**src/rtl/regbank_pkg.sv**
```systemverilog
// regbank_pkg
//   Shared types and default widths for the register bank write-back path.
//   DEF_ADDR_W / DEF_DATA_W : default register index and data widths
//   wb_entry_t              : one queued write {rd, data} at the default widths
//   grant_t                 : which producer was granted the write port
package regbank_pkg;

  localparam int DEF_ADDR_W = 4;
  localparam int DEF_DATA_W = 32;

  typedef struct packed {
    logic [DEF_ADDR_W-1:0] rd;
    logic [DEF_DATA_W-1:0] data;
  } wb_entry_t;

  typedef enum logic {
    GNT_ALU = 1'b0,
    GNT_MEM = 1'b1
  } grant_t;

endpackage

```
**src/rtl/wb_fifo.sv**
```systemverilog
// wb_fifo
//   Synchronous FIFO of write-back entries. Full/empty come from read/write
//   pointers carrying one extra wrap bit. The raw storage array and a
//   per-slot occupancy mask are exported so the parent can build its
//   pending-write mask without a second copy of the queue.
// Ports
//   clk, rst_n    : clock, synchronous active-low reset (pointers only)
//   push          : write push_entry at the tail (caller guarantees !full)
//   push_entry    : entry to enqueue
//   pop           : drop the head entry (caller guarantees !empty)
//   head          : current head entry
//   full, empty   : occupancy flags
//   entries       : raw storage slots
//   entry_valid   : bit i set when slot i holds a queued entry
module wb_fifo
  import regbank_pkg::*;
#(
  parameter int  DEPTH   = 4,
  parameter type entry_t = wb_entry_t
) (
  input  logic             clk,
  input  logic             rst_n,
  input  logic             push,
  input  entry_t           push_entry,
  input  logic             pop,
  output entry_t           head,
  output logic             full,
  output logic             empty,
  output entry_t           entries [DEPTH],
  output logic [DEPTH-1:0] entry_valid
);

  localparam int PTR_W = $clog2(DEPTH);

  logic [PTR_W:0] wr_ptr;
  logic [PTR_W:0] rd_ptr;
  logic [PTR_W:0] count;
  entry_t         mem [DEPTH];

  // NOTE: sequential state is assigned with <= so every flop samples the
  // pre-edge values regardless of statement order.
  always_ff @(posedge clk) begin
    if (!rst_n) begin
      wr_ptr <= '0;
      rd_ptr <= '0;
    end else begin
      if (push) wr_ptr <= wr_ptr + 1'b1;
      if (pop)  rd_ptr <= rd_ptr + 1'b1;
    end
  end

  // NOTE: storage has no reset; occupancy is defined purely by the pointers,
  // so stale slot contents are never observed as valid.
  always_ff @(posedge clk) begin
    if (push) mem[wr_ptr[PTR_W-1:0]] <= push_entry;
  end

  assign count   = wr_ptr - rd_ptr;
  assign empty   = (wr_ptr == rd_ptr);
  assign full    = (wr_ptr[PTR_W] != rd_ptr[PTR_W]) &&
                   (wr_ptr[PTR_W-1:0] == rd_ptr[PTR_W-1:0]);
  assign head    = mem[rd_ptr[PTR_W-1:0]];
  assign entries = mem;

  // A slot is live when its distance from the read pointer is below the
  // current occupancy.
  // NOTE: always_comb outputs get a default first so no path leaves them
  // unassigned and infers a latch.
  always_comb begin
    entry_valid = '0;
    for (int i = 0; i < DEPTH; i++) begin
      logic [PTR_W-1:0] offset;
      offset         = PTR_W'(i) - rd_ptr[PTR_W-1:0];
      entry_valid[i] = ({1'b0, offset} < count);
    end
  end

endmodule

```
**src/rtl/regbank_writeback.sv**
```systemverilog
// regbank_writeback
//   Write-back initiator for the register bank. ALU and load results arrive
//   over valid/ready, are queued per source, and are round-robined onto the
//   single bank write port. A pending mask lists every register with a write
//   queued or currently on the port.
//   Optional feature macro: WB_BYPASS_EN adds two combinational bypass read
//   ports covering the cycle in which the bank has not yet captured a write.
// Ports
//   clk, rst_n                    : clock, synchronous active-low reset
//   alu_valid/ready/rd/data       : ALU result handshake and payload
//   mem_valid/ready/rd/data       : load result handshake and payload
//   wb_hold                       : freeze arbitration (no pops while high)
//   reg_write/write_reg/write_data: registered bank write port
//   pending                       : per-register in-flight write mask
//   byp_reg1/2, byp_hit1/2, byp_data1/2 : bypass ports (WB_BYPASS_EN only)
module regbank_writeback
  import regbank_pkg::*;
#(
  parameter int ADDR_W     = DEF_ADDR_W,
  parameter int DATA_W     = DEF_DATA_W,
  parameter int FIFO_DEPTH = 4
) (
  input  logic                 clk,
  input  logic                 rst_n,
  input  logic                 alu_valid,
  output logic                 alu_ready,
  input  logic [ADDR_W-1:0]    alu_rd,
  input  logic [DATA_W-1:0]    alu_data,
  input  logic                 mem_valid,
  output logic                 mem_ready,
  input  logic [ADDR_W-1:0]    mem_rd,
  input  logic [DATA_W-1:0]    mem_data,
  input  logic                 wb_hold,
  output logic                 reg_write,
  output logic [ADDR_W-1:0]    write_reg,
  output logic [DATA_W-1:0]    write_data,
  output logic [2**ADDR_W-1:0] pending
`ifdef WB_BYPASS_EN
  ,
  input  logic [ADDR_W-1:0]    byp_reg1,
  input  logic [ADDR_W-1:0]    byp_reg2,
  output logic                 byp_hit1,
  output logic                 byp_hit2,
  output logic [DATA_W-1:0]    byp_data1,
  output logic [DATA_W-1:0]    byp_data2
`endif
);

  typedef struct packed {
    logic [ADDR_W-1:0] rd;
    logic [DATA_W-1:0] data;
  } entry_t;

  entry_t                alu_in, mem_in;
  entry_t                alu_head, mem_head;
  entry_t                alu_entries [FIFO_DEPTH];
  entry_t                mem_entries [FIFO_DEPTH];
  logic [FIFO_DEPTH-1:0] alu_live, mem_live;
  logic                  alu_full, alu_empty, mem_full, mem_empty;
  logic                  alu_push, mem_push, alu_pop, mem_pop;
  grant_t                last_grant;

  // Ready reflects occupancy only; a full FIFO stays not-ready even in the
  // cycle it is popped.
  assign alu_ready = !alu_full;
  assign mem_ready = !mem_full;

  // Writes to r0 complete the handshake but are dropped here.
  assign alu_push = alu_valid && alu_ready && (alu_rd != '0);
  assign mem_push = mem_valid && mem_ready && (mem_rd != '0);

  assign alu_in = '{rd: alu_rd, data: alu_data};
  assign mem_in = '{rd: mem_rd, data: mem_data};

  wb_fifo #(.DEPTH(FIFO_DEPTH), .entry_t(entry_t)) u_alu_fifo (
    .clk        (clk),
    .rst_n      (rst_n),
    .push       (alu_push),
    .push_entry (alu_in),
    .pop        (alu_pop),
    .head       (alu_head),
    .full       (alu_full),
    .empty      (alu_empty),
    .entries    (alu_entries),
    .entry_valid(alu_live)
  );

  wb_fifo #(.DEPTH(FIFO_DEPTH), .entry_t(entry_t)) u_mem_fifo (
    .clk        (clk),
    .rst_n      (rst_n),
    .push       (mem_push),
    .push_entry (mem_in),
    .pop        (mem_pop),
    .head       (mem_head),
    .full       (mem_full),
    .empty      (mem_empty),
    .entries    (mem_entries),
    .entry_valid(mem_live)
  );

  // Round-robin: on a tie the source not granted last time wins.
  always_comb begin
    alu_pop = 1'b0;
    mem_pop = 1'b0;
    if (!wb_hold) begin
      if (!alu_empty && !mem_empty) begin
        if (last_grant == GNT_MEM) alu_pop = 1'b1;
        else                       mem_pop = 1'b1;
      end else if (!alu_empty) begin
        alu_pop = 1'b1;
      end else if (!mem_empty) begin
        mem_pop = 1'b1;
      end
    end
  end

  // Output register: one-cycle write strobe, index/data hold between writes.
  always_ff @(posedge clk) begin
    if (!rst_n) begin
      reg_write  <= 1'b0;
      write_reg  <= '0;
      write_data <= '0;
      last_grant <= GNT_MEM;
    end else begin
      reg_write <= alu_pop || mem_pop;
      if (alu_pop) begin
        write_reg  <= alu_head.rd;
        write_data <= alu_head.data;
        last_grant <= GNT_ALU;
      end else if (mem_pop) begin
        write_reg  <= mem_head.rd;
        write_data <= mem_head.data;
        last_grant <= GNT_MEM;
      end
    end
  end

  always_comb begin
    pending = '0;
    for (int i = 0; i < FIFO_DEPTH; i++) begin
      if (alu_live[i]) pending[alu_entries[i].rd] = 1'b1;
      if (mem_live[i]) pending[mem_entries[i].rd] = 1'b1;
    end
    if (reg_write) pending[write_reg] = 1'b1;
    pending[0] = 1'b0;
  end

`ifdef WB_BYPASS_EN
  assign byp_hit1  = reg_write && (write_reg == byp_reg1) && (byp_reg1 != '0);
  assign byp_hit2  = reg_write && (write_reg == byp_reg2) && (byp_reg2 != '0);
  assign byp_data1 = byp_hit1 ? write_data : '0;
  assign byp_data2 = byp_hit2 ? write_data : '0;
`endif

endmodule
```
**config.mk**
```make
export PLATFORM = sky130hd
export DESIGN_NAME = regbank_writeback
export DESIGN_NICKNAME = d
export VERILOG_FILES = /design/src/rtl/regbank_pkg.sv /design/src/rtl/wb_fifo.sv /design/src/rtl/regbank_writeback.sv
export SDC_FILE = /design/constraint.sdc
export NUM_CORES = 1
export LEC_CHECK = 0
export ABC_CLOCK_PERIOD_IN_PS = 8000
export CORE_UTILIZATION = 51
export CTS_CLUSTER_DIAMETER = 100
export DETAILED_ROUTE_END_ITERATION = 10
export PLACE_DENSITY = 0.78
export SYNTH_ARGS = -nofsm -noshare
export SYNTH_HDL_FRONTEND = slang
export SYNTH_HIERARCHICAL = 1
export SYNTH_SLANG_ARGS = --single-unit
```
**constraint.sdc**
```tcl
create_clock -name clk -period 8 [get_ports clk]
set_clock_uncertainty 0.15 [all_clocks]
set_input_delay 2.4 -clock clk [delete_from_list [all_inputs] [get_ports clk]]
set_output_delay 2.4 -clock clk [all_outputs]
set_load 0.005 [all_outputs]
```
Yosys cells after proc, flatten, opt, wreduce, memory -nomap -nowiden
Cells that the tools add are included.

storage, ports and cells
  register bits after elaboration = 338
  output and inout port bits = 55
  input bits = 77

operators by class
  add/subtract/negate cells = 14
  reduce and logical (&&, ||, !) cells = 26
  muxes and demuxes = 54
  bitwise gates (word level) = 12
  $lt $le $gt $ge = 32
  equality and inequality tests = 6

operators by type and width
  operator               number
  $bwmux W144            2
  $mux W36               6
  $bmux W36 S2           2
  $demux W36 S2          2
  $mux W16               9
  $or A16 B16 Y16        8
  $mux W32               2
  $lt A4 B5 Y1 const B   9
  $demux W1 S4           9
  $ge A4 B1 Y1 const B   9
  $lt A2 B3 Y1           8
  $mux W1                20
  $logic_and A1 B1 Y1    18
  $add A3 B1 Y3 const B  4
  $ge A3 B3 Y1 const B   4
  $not A2 Y3             4
  $mux W4                2
  $reduce_bool A4 Y1     2
  $sub A1 B2 Y2 const A  4
  $sub A2 B2 Y2 const A  4
  $eq A3 B3 Y1           2
  $lt A3 B1 Y1 const B   2
  $sub A3 B3 Y3          2
  $eq A2 B2 Y1           2
  other kinds (4)        8

Longest topological paths before layout
Gate-level depths: netlist of the first run.

  depth after elaboration = 21
  depth in mapped cells = 12

Modules after synthesis
Netlist of the first run, hierarchy kept.

modules (own cells, without submodules)
  module             cells each  area an instance (um^2)  times used  seq. area each (um^2)
  wb_fifo            249         5,773.0                  2           4,444.3
  regbank_writeback  353         2,738.9                  1           760.7

Worst setup path before layout of the first run
Ideal clock, no wire load.

  path kind = register -> output
  from = register u_alu_fifo.rd_ptr[1]
  to = output port pending[1]
  arrival time = 2,915 ps
  required time = 5,450 ps
  path buffers = 2
  cell stages (with the launch flop) = 13
  setup slack = 2,535 ps
  path through = dfxtp_1 -> buf_2 -> buf_2 -> inv_1 -> fa_1 -> inv_1 -> ha_1 -> nor2b_1 -> o21ai_0 -> or3b_1 -> o22a_1 -> o221ai_1 -> or4_1

RTL lines
  item                                            line                          text
  from (decl)                                     wb_fifo.sv:36                 logic [PTR_W:0] rd_ptr;
  from (signal assigned)                          wb_fifo.sv:48                 if (pop) rd_ptr <= rd_ptr + 1'b1;
  $sub A3 B3 Y3 or $sub A2 B2 Y2 (tied branches)  wb_fifo.sv:58, wb_fifo.sv:73
  $lt A2 B3 Y1 (*)                                wb_fifo.sv:74                 entry_valid[i] = ({1'b0, offset} < count);
  net alu_live[2]                                 regbank_writeback.sv:58       logic [FIFO_DEPTH-1:0] alu_live, mem_live;
  $mux W16 (*)                                    regbank_writeback.sv:141      if (alu_live[i]) pending[alu_entries[i].rd] = 1'b1;
  $or A16 B16 Y16 (no source line)                --
  $mux W16 (*)                                    regbank_writeback.sv:142      if (mem_live[i]) pending[mem_entries[i].rd] = 1'b1;
  $or A16 B16 Y16 (no source line)                --
  $mux W16 (*)                                    regbank_writeback.sv:141
  $or A16 B16 Y16 (no source line)                --
  $mux W16 (*)                                    regbank_writeback.sv:142
  $or A16 B16 Y16 (no source line)                --
  $mux W16 (*)                                    regbank_writeback.sv:144      if (reg_write) pending[write_reg] = 1'b1;
  to (decl)                                       regbank_writeback.sv:37       output logic [2**ADDR_W-1:0] pending

Mark *: on every way through the listed nets, which the timed path passes. The rest lies on a longest branch.

Worst setup path in the final report of the first run
  from = register u_mem_fifo.wr_ptr[0]
  to = output port pending[14]

between the ends
  longest elaborated chain between the ends = 17

ends and longest elaborated chain
  item                              line                      text
  from (decl)                       wb_fifo.sv:35             logic [PTR_W:0] wr_ptr;
  from (signal assigned)            wb_fifo.sv:47             if (push) wr_ptr <= wr_ptr + 1'b1;
  $sub A3 B3 Y3 (*)                 wb_fifo.sv:58             assign count = wr_ptr - rd_ptr;
  $lt A2 B3 Y1 (*)                  wb_fifo.sv:74
  net mem_live[0]                   regbank_writeback.sv:58
  $mux W16 (*)                      regbank_writeback.sv:142
  $or A16 B16 Y16 (no source line)  --
  $mux W16 (*)                      regbank_writeback.sv:141
  $or A16 B16 Y16 (no source line)  --
  $mux W16 (*)                      regbank_writeback.sv:142
  (+2 left out)                     --
  $or A16 B16 Y16 (no source line)  --
  $mux W16 (*)                      regbank_writeback.sv:142
  $or A16 B16 Y16 (no source line)  --
  $mux W16 (*)                      regbank_writeback.sv:141
  $or A16 B16 Y16 (no source line)  --
  $mux W16 (*)                      regbank_writeback.sv:142
  $or A16 B16 Y16 (no source line)  --
  $mux W16 (*)                      regbank_writeback.sv:144

Marks and branches as above.

==> results of run 1 <==
-- worst max-delay path, cell delays in order (launching register included) --
cell and delay, ns:
dfxtp_1 0.43, inv_1 0.16, ha_1 0.23, inv_1 0.07, fa_1 0.40, inv_1 0.16
ha_1 0.26, nor2b_1 0.12, o21ai_0 0.58, nand3_1 0.35, o22ai_1 0.28, nor4_1 0.10
o221ai_1 0.12, clkdlybuf4s50_1 0.56
-- layout by cell type (no fill, tap or decap), drive strengths merged, types with 28 or more instances in the layout --
cell type      instances
mux2i                 40
mux4                  72
ha                    28
dfxtp                 50
edfxtp               288
nand2                 49
o22ai                 32
nor3                  37
o21ai                 45
clkdlybuf4s50        130
clkbuf                50
-- final cells by class --
class / count / area share
tap: 372 / 0.0273
clock inverter: 13 / 0.00992
sequential: 338 / 0.567
multi-input combinational: 462 / 0.255
clock buffer: 50 / 0.0577
inverter: 21 / 0.00463
timing repair buffer: 135 / 0.0786
-- stage by stage --
step	instance area, um2	hold slack [ns]
final	17000	0.293
after global routing	17000	0.312
after CTS	17000	0.299
after detailed placement	15900	0.291
after global placement	15900	0.288
after floorplan	14300	0.295
-- power groups by stage --
| stage | Combinational (uW) | Clock [uW] | Sequential, uW |
|---|---|---|---|
| CTS | 1110 | 1630 | 2130 |
| detailed placement | 1100 | 0 | 2160 |
| floorplan | 708 | 0 | 2140 |
| finish | 1100 | 1600 | 2130 |
| global placement | 1090 | 0 | 2160 |
| global route | 1190 | 1700 | 2140 |
-- per-layer routing --
| metal | track usage | routed length, um | up-vias | share of wire |
|---|---|---|---|---|
| met4 | 0.0811 | 920 | 0 | 0.027 |
| met2 | 0.394 | 16500 | 344 | 0.48 |
| met3 | 0.0438 | 2320 | 68 | 0.068 |
| li1 | - | - | 3689 | - |
| met1 | 0.341 | 14300 | 4194 | 0.42 |
| met5 | 0 | 0 | - | 0 |
-- path summary, 6_finish.rpt --
check                                                        from                           to  slack, ns
worst max-delay path            u_mem_fifo/wr_ptr[0]$_SDFFE_PN0P_                  pending[14]       1.10
worst min-delay path                   write_data[1]$_SDFFE_PN0P_   write_data[1]$_SDFFE_PN0P_       0.29
worst min register to register         write_data[1]$_SDFFE_PN0P_   write_data[1]$_SDFFE_PN0P_       0.29
worst max register to register  u_alu_fifo/rd_ptr[1]$_SDFFE_PN0P_  write_data[22]$_SDFFE_PN0P_       4.50
-- cell families (layout without fill, tap and decap cells) --
logic type	count (synthesis)	after routing	share of synthesized area
xor gates and xnor gates	8	8	0.00701
buffers and inverters	51	219	0.0228
and+or+nand+nor	201	201	0.0771
adders and majority gates	30	30	0.0273
other	1	1	0.000263
DFF	338	338	0.675
AOI/OAI and AO/OA	110	110	0.0485
muxes	112	112	0.142
==> summary.md, run 1 <==
| Metric | Value |
|---|---|
| Run status | complete, no violations |
| GRT Resource Usage Total | 0.245 |
| WP data required | 5.45 ns |
| Tightest Pin Transition | 1.14 ns |
| Relative slew slack | 0.240 |
| Fill cells | 1943 |
| Tcrit/Tclk final | 0.863 |
| Worst-path clk slew | 0.06 ns |
| Logic gate share of total power | 0.229 |
| Power Total | 4830 uW |
| Min Clock Period, post-route | 6.90 ns |
| Number of buffers inserted by port buffering | 130 |
| Placed cells | 1328 |
| Hold path cells | 2 |
| Mapped Nets | 958 |
| Gpl congestion | 0.941 |
| Clk root buf | clkbuf_16 |
| Area of the multi-input gates | 4340 um2 |
| Global-route wire length before repair | 52000 um |
| Post-CTS Setup Repair Bufs | 0 |
| Sw Pwr | 1280 uW |
| VDD IR max | 0.000197 V |
| Fmax | 145 MHz |
| Leak Pwr | 0.00545 uW |
| Core area | 27300 um2 |
| Residual DRC | 0 |
| Vias in the first global route | 8631 |
| Initial DRC count | 758 |
| Yosys top cell by area | edfxtp_1 |
| Pre-antenna DRT Iters | 5 |
| Library cells used by synthesis | 44 |
| Worst Slack Setup Final | 1.10 ns |
| Most used DFF post-synth | edfxtp_1 |
| DIE HEIGHT | 169 um |
| Largest net degree at the start of global routing | 41 |
| Layout area overhead | 19.2% |
| # diodes | 0 |
| Syn avg cell area | 16.8 um2 |
| Mapped Area | 14300 um2 |
| Sw Ratio | 0.266 |
| PD cells | 284 nW/um2 |
| I/O pin total | 132 |
| Critical path arrival | 4.35 ns |
| Asr flop ratio synth | 0 |
| Total CTS buffers | 35 |
| Layout cells sized above 1 | 0.151 |
| Worst-path fanout max | 5 |
| Final setup TNS | 0 ns |
| CP Launch Type | flip-flop |
| Crit end category | output pin |
| Setup slack after placement | 1.66 ns |
| Initial Utilization | 0.524 |
| R2r worst-path depth | 8 |
| YS warnings | 6 |
| Register area share after synthesis | 0.675 |
| Final Core Density | 0.625 |
| Post-synthesis cell count | 851 |
| H-tree depth | 2 |
| Antenna Nets Post-Route | 0 |
| Clk buf depth | 3 |
| Non-filler instance count after layout | 1391 |
| Initial antenna violation count | 0 |
| #FFs+latches synth | 338 |
| Clk Latency, worst-skew pair | 0.51 ns |
| Hold Violations, Final | 0 |
| Sequential share of power | 0.440 |
| Die Width | 169 um |
| RSZ-0062 raised after global routing | no |
| Top cell type's share of synthesized area | 0.605 |
| Crit Path Category | reg2out |
| Clock power share | 0.331 |
| Post-DP HPWL | 21400 um |
| Sink Count | 338 |
| Routed len/inst | 24.5 um |
| Fin. max-slew vios | 0 |
| Core Rows | 60 |
| Die area | 28700 um2 |
| Final Setup Violations | 0 |
| Number of synthesized flops with an enable pin | 288 |
| Seq. cell area | 9660 um2 |
| Synth top cells by count | edfxtp_1, mux4_2, dfxtp_1 |
| Via count | 8295 |
| Hold_buf cts | 0 |
| Synth area leaders | edfxtp_1, mux4_2, dfxtp_1, mux2i_1, ha_1 |
| Pint | 3540 uW |
| Nets | 1100 |
| Max-Cap Viols | 0 |
| Gr ovfl total | 0 |
| Vias/cell | 5.96 |
| Hold Path Class | reg2reg |
| TritonCTS clock tree | yes |
| Post-CTS Resized | 0 |
| Count leader, synth | edfxtp_1 |
| Post-Route WL | 34000 um |
(Power assumes the default switching activity.)
==> run 2, diff against run 1 <==
--- a/config.mk
+++ b/config.mk
@@ -12,5 +12,5 @@
 export PLACE_DENSITY = 0.78
 export SYNTH_ARGS = -nofsm -noshare
 export SYNTH_HDL_FRONTEND = slang
-export SYNTH_HIERARCHICAL = 1
 export SYNTH_SLANG_ARGS = --single-unit
+export TNS_END_PERCENT = 20
==> run 2 against run 1 <==
  * Count of clock-buffer cells in the layout down 2
  * Synthesized cell count rose by 9.0%
  * Wire length rose by 7.2%
  * Sequential share of layout area fell by 0.34 points
  * Clock power down 10%
  * Worst hold slack better by 0.10 ns
  * Utilization down 0.86 points
  * Critical endpoint is now pending[7]
  * Largest cell class unchanged
  * Largest power group unchanged
==> summary.md, run 2 <==
| Metric | Value |
|---|---|
| TritonCTS clock tree | yes (unchanged) |
| WP data required | 5.45 ns (about the same) |
| Syn avg cell area | 15.5 um2 (was 16.8 um2) |
| Die area | 28900 um2 (was 28700 um2) |
| Core Rows | 61 (was 60) |
| Fmax | 152 MHz (was 145 MHz) |
| Worst-path clk slew | 0.06 ns (about the same) |
| Leading cell type in the layout, fill and taps excluded | edfxtp_1 (unchanged) |
| Sink Count | 338 (unchanged) |
| Hold_buf cts | 0 (unchanged) |
| Antenna Nets Post-Route | 0 (unchanged) |
| Post-Route WL | 36500 um (was 34000 um) |
| Worst-path fanout max | 9 (was 5) |
| Mapped Area | 14400 um2 (was 14300 um2) |
| Die Width | 170 um (was 169 um) |
| GRT Resource Usage Total | 0.256 (was 0.245) |
| Core area | 27800 um2 (was 27300 um2) |
| Asr flop ratio synth | 0 (unchanged) |
| Initial DRC count | 684 (was 758) |
| Power Total | 4850 uW (was 4830 uW) |
| Clk buf depth | 3 (unchanged) |
| Pre-antenna DRT Iters | 5 (unchanged) |
| Post-CTS Setup Repair Bufs | 0 (unchanged) |
| Routed len/inst | 24.8 um (was 24.5 um) |
| #FFs+latches synth | 338 (unchanged) |
| Max-Cap Viols | 0 (unchanged) |
| Layout cells sized above 1 | 0.147 (was 0.151) |
| Non-filler instance count after layout | 1468 (was 1391) |
| H-tree depth | 1 (was 2) |
| Relative slew slack | 0.187 (was 0.240) |
| Vias in the first global route | 8934 (was 8631) |
| Leak Pwr | 0.00557 uW (was 0.00545 uW) |
| Final Setup Violations | 0 (unchanged) |
| Seq. cell area | 9650 um2 (was 9660 um2) |
| Yosys top cell by area | edfxtp_1 (unchanged) |
| Fill cells | 2052 (was 1943) |
| Run status | complete, no violations (unchanged) |
| Global-route wire length before repair | 54100 um (was 52000 um) |
| Register area share after synthesis | 0.671 (was 0.675) |
| Most frequent cells in the layout | edfxtp_1, clkdlybuf4s50_1, nand2_1 (was edfxtp_1, clkdlybuf4s50_1, mux4_2) |
| Layout area overhead | 19.0% (was 19.2%) |
| Synth area leaders | edfxtp_1, mux4_2, dfxtp_1, nand2_1, ha_1 (was edfxtp_1, mux4_2, dfxtp_1, mux2i_1, ha_1) |
| Area of the multi-input gates | 4510 um2 (was 4340 um2) |
| Tightest Pin Transition | 1.22 ns (was 1.14 ns) |
| Hold Violations, Final | 0 (unchanged) |
| Placed cells | 1410 (was 1328) |
| Number of buffers inserted by port buffering | 130 (unchanged) |
| Critical path arrival | 4.02 ns (was 4.35 ns) |
| RSZ-0062 raised after global routing | no (unchanged) |
| Hold path cells | 2 (unchanged) |
| Endpoint, Worst Hold | write_data[1]$_SDFFE_PN0P_ (unchanged) |
| Final setup TNS | 0 ns (unchanged) |
| Number of synthesized flops with an enable pin | 288 (unchanged) |
| Clk Latency, worst-skew pair | 0.54 ns (was 0.51 ns) |
| R2r worst-path depth | 7 (was 8) |
| Reg-to-reg critical path startpoint | u_mem_fifo.rd_ptr[0]$_SDFFE_PN0P_ (was u_alu_fifo/rd_ptr[1]$_SDFFE_PN0P_) |
| Final Instance Area | 17100 um2 (was 17000 um2) |
| Residual DRC | 0 (unchanged) |
| VDD IR max | 0.000192 V (was 0.000197 V) |
| Clk root buf | clkbuf_16 (unchanged) |
| DIE HEIGHT | 170 um (was 169 um) |
| I/O pin total | 132 (unchanged) |
| Nets | 1168 (was 1100) |
| Crit Path Category | reg2out (unchanged) |
| Placed instance area | 16100 um2 (was 15900 um2) |
| Library cells used by synthesis | 57 (was 44) |
| Largest net degree at the start of global routing | 74 (was 41) |
| Post-DP HPWL | 24900 um (was 21400 um) |
| Vias/cell | 6.03 (was 5.96) |
| Gr ovfl total | 0 (unchanged) |
| Gpl congestion | 1.04 (was 0.941) |
| Reg-to-reg endpoint | write_data[14]$_SDFFE_PN0P_ (was write_data[22]$_SDFFE_PN0P_) |
| Initial Utilization | 0.518 (was 0.524) |
| CP Launch Type | flip-flop (unchanged) |
| Synth top cells by count | edfxtp_1, nand2_1, mux4_2 (was edfxtp_1, mux4_2, dfxtp_1) |
| Mapped Nets | 1031 (was 958) |
| Most used DFF post-synth | edfxtp_1 (unchanged) |
| R2R setup slack | 4.48 ns (was 4.50 ns) |
| Crit end category | output pin (unchanged) |
| HP Start | write_data[1]$_SDFFE_PN0P_ (unchanged) |
| YS warnings | 0 (was 6) |
| Count leader, synth | edfxtp_1 (unchanged) |
| PD cells | 283 nW/um2 (was 284 nW/um2) |
| Initial antenna violation count | 1 (was 0) |
| Top cell type's share of synthesized area | 0.601 (was 0.605) |
| Hold Path Class | reg2reg (unchanged) |
| Tcrit/Tclk final | 0.821 (was 0.863) |
| Total CTS buffers | 31 (was 35) |
| Min Clock Period, post-route | 6.57 ns (was 6.90 ns) |
| Post-synthesis cell count | 928 (was 851) |
| Post-CTS Resized | 0 (unchanged) |
| Via count | 8849 (was 8295) |
| Fin. max-slew vios | 0 (unchanged) |
-- run 2: cell count changes in the layout (fill, tap and decap cells not counted), sizes merged, moves of 8 or more --
cell,change
buf,+9
nand2b,+10
a31oi,+42
nand3,+19
and2,+8
nor2b,+17
or3,+10
mux2i,-40
or2b,-11
o22ai,-20
nand4,+13
nor3,-36
nand3b,-9
nand2,+48
-- run 2: cells by family (layout without fill, tap and decap cells) --
group                    after synthesis  in the layout  share of synthesized area
AND/OR/NAND/NOR                      279            279                      0.101
other                                  1              2                   0.000261
flip-flops                           338            338                      0.671
multiplexers                          72             72                      0.113
XOR/XNOR                              13             13                     0.0102
adder cells (fa/ha/maj)               26             26                     0.0237
AO/OA/AOI/OAI                        143            143                     0.0655
buffers and inverters                 56            217                     0.0158
-- run 2: cell type report --
cell class / count / share of cell area
Sequential cell: 338 / 0.564
Multi-Input combinational cell: 534 / 0.264
Timing Repair Buffer: 144 / 0.0821
Clock buffer: 48 / 0.0549
Tap cell: 378 / 0.0276
Clock inverter: 9 / 0.00424
Inverter: 16 / 0.00351
Antenna cell: 1 / 0.000146
-- run 2: report_power, final --
| group | switching (uW) | total, uW | internal (uW) |
|---|---|---|---|
| sequential | 94.9 | 2160 | 2070 |
| combinational | 692 | 1260 | 564 |
| clock | 600 | 1440 | 837 |
| total | 1390 | 4850 | 3470 |
-- run 2: worst max-delay path by stage --
stage	from	end	slack, ns	cells past startpoint
after floorplan	u_alu_fifo.rd_ptr[1]$_SDFFE_PN0P_	pending[2]	2.17	11
after global placement	u_alu_fifo.rd_ptr[0]$_SDFFE_PN0P_	pending[2]	2.03	10
after detailed placement	u_alu_fifo.rd_ptr[0]$_SDFFE_PN0P_	pending[2]	2.01	10
after CTS	u_alu_fifo.rd_ptr[0]$_SDFFE_PN0P_	pending[2]	1.43	10
after global routing	u_alu_fifo.wr_ptr[0]$_SDFFE_PN0P_	pending[7]	1.26	12
final	u_alu_fifo.wr_ptr[0]$_SDFFE_PN0P_	pending[7]	1.43	12
-- run 2: per-layer routing --
metal	vias up	GRT usage	routed length (um)
li1	3948	-	-
met1	4407	0.319	13600
met2	418	0.441	18300
met3	76	0.0444	2870
met4	0	0.115	1700
met5	-	0	0
-- run 2: per-stage QoR --
stage | setup slack (ns) | utilization | hold slack [ns]
after CTS | 1.43 | 0.616 | 0.396
after global routing | 1.26 | 0.616 | 0.423
after global placement | 2.03 | 0.580 | 0.365
final | 1.43 | 0.616 | 0.395
after floorplan | 2.17 | - | 0.342
after detailed placement | 2.01 | 0.580 | 0.383
-- run 2: worst max-delay path: stages (launching register included) --
cell,delay [ns]
dfxtp_1,0.34
inv_1,0.15
ha_1,0.21
inv_1,0.06
fa_1,0.48
inv_1,0.08
ha_1,0.28
nor2b_1,0.13
o21a_1,0.26
nand3b_1,0.37
o22ai_1,0.10
or4_1,0.55
clkdlybuf4s50_1,0.47
==> run 3, diff against run 2 <==
--- a/config.mk
+++ b/config.mk
@@ -5,7 +5,7 @@
 export SDC_FILE = /design/constraint.sdc
 export NUM_CORES = 1
 export LEC_CHECK = 0
-export ABC_CLOCK_PERIOD_IN_PS = 8000
+export ABC_CLOCK_PERIOD_IN_PS = 6110
 export CORE_UTILIZATION = 51
 export CTS_CLUSTER_DIAMETER = 100
 export DETAILED_ROUTE_END_ITERATION = 10
==> constraint.sdc (replaced) <==
create_clock -name clk -period 6.11 [get_ports clk]
set_clock_uncertainty 0.15 [all_clocks]
set_input_delay 1.833 -clock clk [delete_from_list [all_inputs] [get_ports clk]]
set_output_delay 1.833 -clock clk [all_outputs]
set_load 0.005 [all_outputs]
==> run 3 against run 2 <==
  * Global-route usage shrank 0.23 points
  * Worst hold slack worse by 0.0011 ns
  * Final area shrank 0.29%
  * First-iteration DRC count fell by 3.9%
  * Critical path depth stayed put
  * Via count decreased by 0.43%
  * Sequential cell count stayed put
  * Largest power group unchanged
==> summary.md, run 3 (same netlist as run 2, synthesis figures left out) <==
| Metric | Value |
|---|---|
| Run status | complete, no violations (unchanged) |
| Initial antenna violation count | 1 (unchanged) |
| TritonCTS clock tree | yes (unchanged) |
| WP buf/inv | 4 (unchanged) |
| Sink Count | 338 (unchanged) |
| GRT Resource Usage Total | 0.254 (was 0.256) |
| Initial DRC count | 657 (was 684) |
| Most frequent cells in the layout | edfxtp_1, clkdlybuf4s50_1, nand2_1 (unchanged) |
| Antenna Nets Post-Route | 0 (unchanged) |
| Global-route wire length before repair | 53300 um (was 54100 um) |
| Tightest Pin Transition | 1.24 ns (was 1.22 ns) |
| Die area | 28900 um2 (unchanged) |
| Final Setup Violations | 0 (unchanged) |
| Max-Cap Viols | 0 (unchanged) |
| VDD IR max | 0.000269 V (was 0.000192 V) |
| Clk buf depth | 3 (unchanged) |
| Total CTS buffers | 31 (unchanged) |
| Hold_buf cts | 0 (unchanged) |
| Gpl congestion | 1.04 (about the same) |
| Worst-path clk slew | 0.06 ns (about the same) |
| Layout area overhead | 18.7% (was 19.0%) |
| Vias/cell | 6.00 (was 6.03) |
| Layout cells sized above 1 | 0.147 (about the same) |
| Fin. max-slew vios | 0 (unchanged) |
| Leading cell type in the layout, fill and taps excluded | edfxtp_1 (unchanged) |
| Pre-antenna DRT Iters | 5 (unchanged) |
| Post-DP HPWL | 25200 um (was 24900 um) |
| Clk Latency, worst-skew pair | 0.56 ns (was 0.54 ns) |
| Fmax | 169 MHz |
| WP data required | 4.13 ns (was 5.45 ns) |
| CP max stage cell | or3b_2 (was or4_1) |
| Critical path arrival | 3.94 ns (was 4.02 ns) |
| CP top delay family | adder cells (was simple AND/OR/NAND/NOR gates) |
| Initial Utilization | 0.518 (unchanged) |
| CP cell instances | inv_1, ha_1, inv_1, fa_1, inv_1, ha_1, nor2b_1, o21a_2, or3b_2, o2111a_1, nand4_1, clkdlybuf4s50_1 (was inv_1, ha_1, inv_1, fa_1, inv_1, ha_1, nor2b_1, o21a_1, nand3b_1, o22ai_1, or4_1, clkdlybuf4s50_1) |
| CP Launch Type | flip-flop (unchanged) |
| Clk root buf | clkbuf_16 (unchanged) |
| Post-Route WL | 36100 um (was 36500 um) |
| Nets | 1170 (was 1168) |
| Vias in the first global route | 8983 (was 8934) |
| Gr ovfl total | 0 (unchanged) |
| Non-filler instance count after layout | 1469 (was 1468) |
| DIE HEIGHT | 170 um (unchanged) |
| Hold Path Class | reg2reg (unchanged) |
| Core area | 27800 um2 (unchanged) |
| Crit Path Category | reg2out (unchanged) |
| Number of buffers inserted by port buffering | 130 (unchanged) |
| Relative slew slack | 0.177 (was 0.187) |
| H-tree depth | 1 (unchanged) |
| Placed cells | 1412 (was 1410) |
| Largest net degree at the start of global routing | 74 (unchanged) |
| Worst-path fanout max | 9 (unchanged) |
| Min Clock Period, post-route | 5.93 ns |
| Final setup TNS | 0 ns (unchanged) |
| Hold Violations, Final | 0 (unchanged) |
| Tcrit/Tclk final | 0.970 |
| Max incr delay on CP | 0.54 ns (was 0.55 ns) |
| I/O pin total | 132 (unchanged) |
| Routed len/inst | 24.6 um (was 24.8 um) |
| Final Core Density | 0.615 (was 0.616) |
| Residual DRC | 0 (unchanged) |
| Die Width | 170 um (unchanged) |
| RSZ-0062 raised after global routing | yes (was no) |
| Most used cell, CP | inv_1 (unchanged) |
| Leak Pwr | 0.00554 uW (was 0.00557 uW) |
| Core Rows | 61 (unchanged) |
| Crit end category | output pin (unchanged) |
| Hold_ws | 0.394 ns (was 0.395 ns) |
| Power Total | 6260 uW (was 4850 uW) |
| PD cells | 366 nW/um2 (was 283 nW/um2) |
| Via count | 8811 (was 8849) |
-- run 3: power by group --
part | internal, uW | total (uW) | switching [uW] | leakage, uW
combinational | 748 | 1640 | 894 | 0.00203
sequential | 2700 | 2840 | 137 | 0.00306
clock | 983 | 1770 | 791 | 0.000459
-- run 3: timing repair --
item                                    in CTS  in global routing
endpoints found under the setup margin       0                  6
gates resized for setup                      0                  4
buffers inserted                             0                  0
-- run 3: cell type report --
type | count | area, um2
tap | 378 | 473
clock buffer | 43 | 862
clock inverter | 13 | 72.6
antenna | 1 | 2.50
inverter | 16 | 60.1
multi-input combinational | 534 | 4520
sequential | 338 | 9650
timing repair buffer | 146 | 1430
fill | 2073 | 10700
-- run 3: layer usage --
layer | wire length (um) | track usage | vias up
met5 | 13 | 0 | -
met4 | 1410 | 0.101 | 2
met3 | 2530 | 0.0405 | 72
met2 | 18000 | 0.437 | 359
met1 | 14100 | 0.323 | 4427
li1 | - | - | 3951
-- run 3: worst paths after layout --
| path | startpoint | depth (start not counted) | to | slack [ns] |
|---|---|---|---|---|
| worst min-delay path | last_grant$_SDFFE_PN1P_ | 2 | last_grant$_SDFFE_PN1P_ | 0.39 |
| worst min register to register | last_grant$_SDFFE_PN1P_ | 2 | last_grant$_SDFFE_PN1P_ | 0.39 |
| worst max-delay path | u_alu_fifo.wr_ptr[0]$_SDFFE_PN0P_ | 12 | pending[2] | 0.18 |
| worst max register to register | u_mem_fifo.rd_ptr[0]$_SDFFE_PN0P_ | 7 | write_data[9]$_SDFFE_PN0P_ | 2.48 |
-- run 3: tightest hold or removal path, delay by kind of cell, from the launching register on --
kind,cells,cell delay (ns)
compound gates,1,0.07
flops,1,0.31
simple gates,1,0.11
-- run 3: metrics by stage --
step	instance area, um2	worst slack [ns]
after floorplan	14400	0.842
after global placement	16100	0.725
after detailed placement	16100	0.665
after CTS	17100	0.0660
after global routing	17100	-0.0364
final	17100	0.183
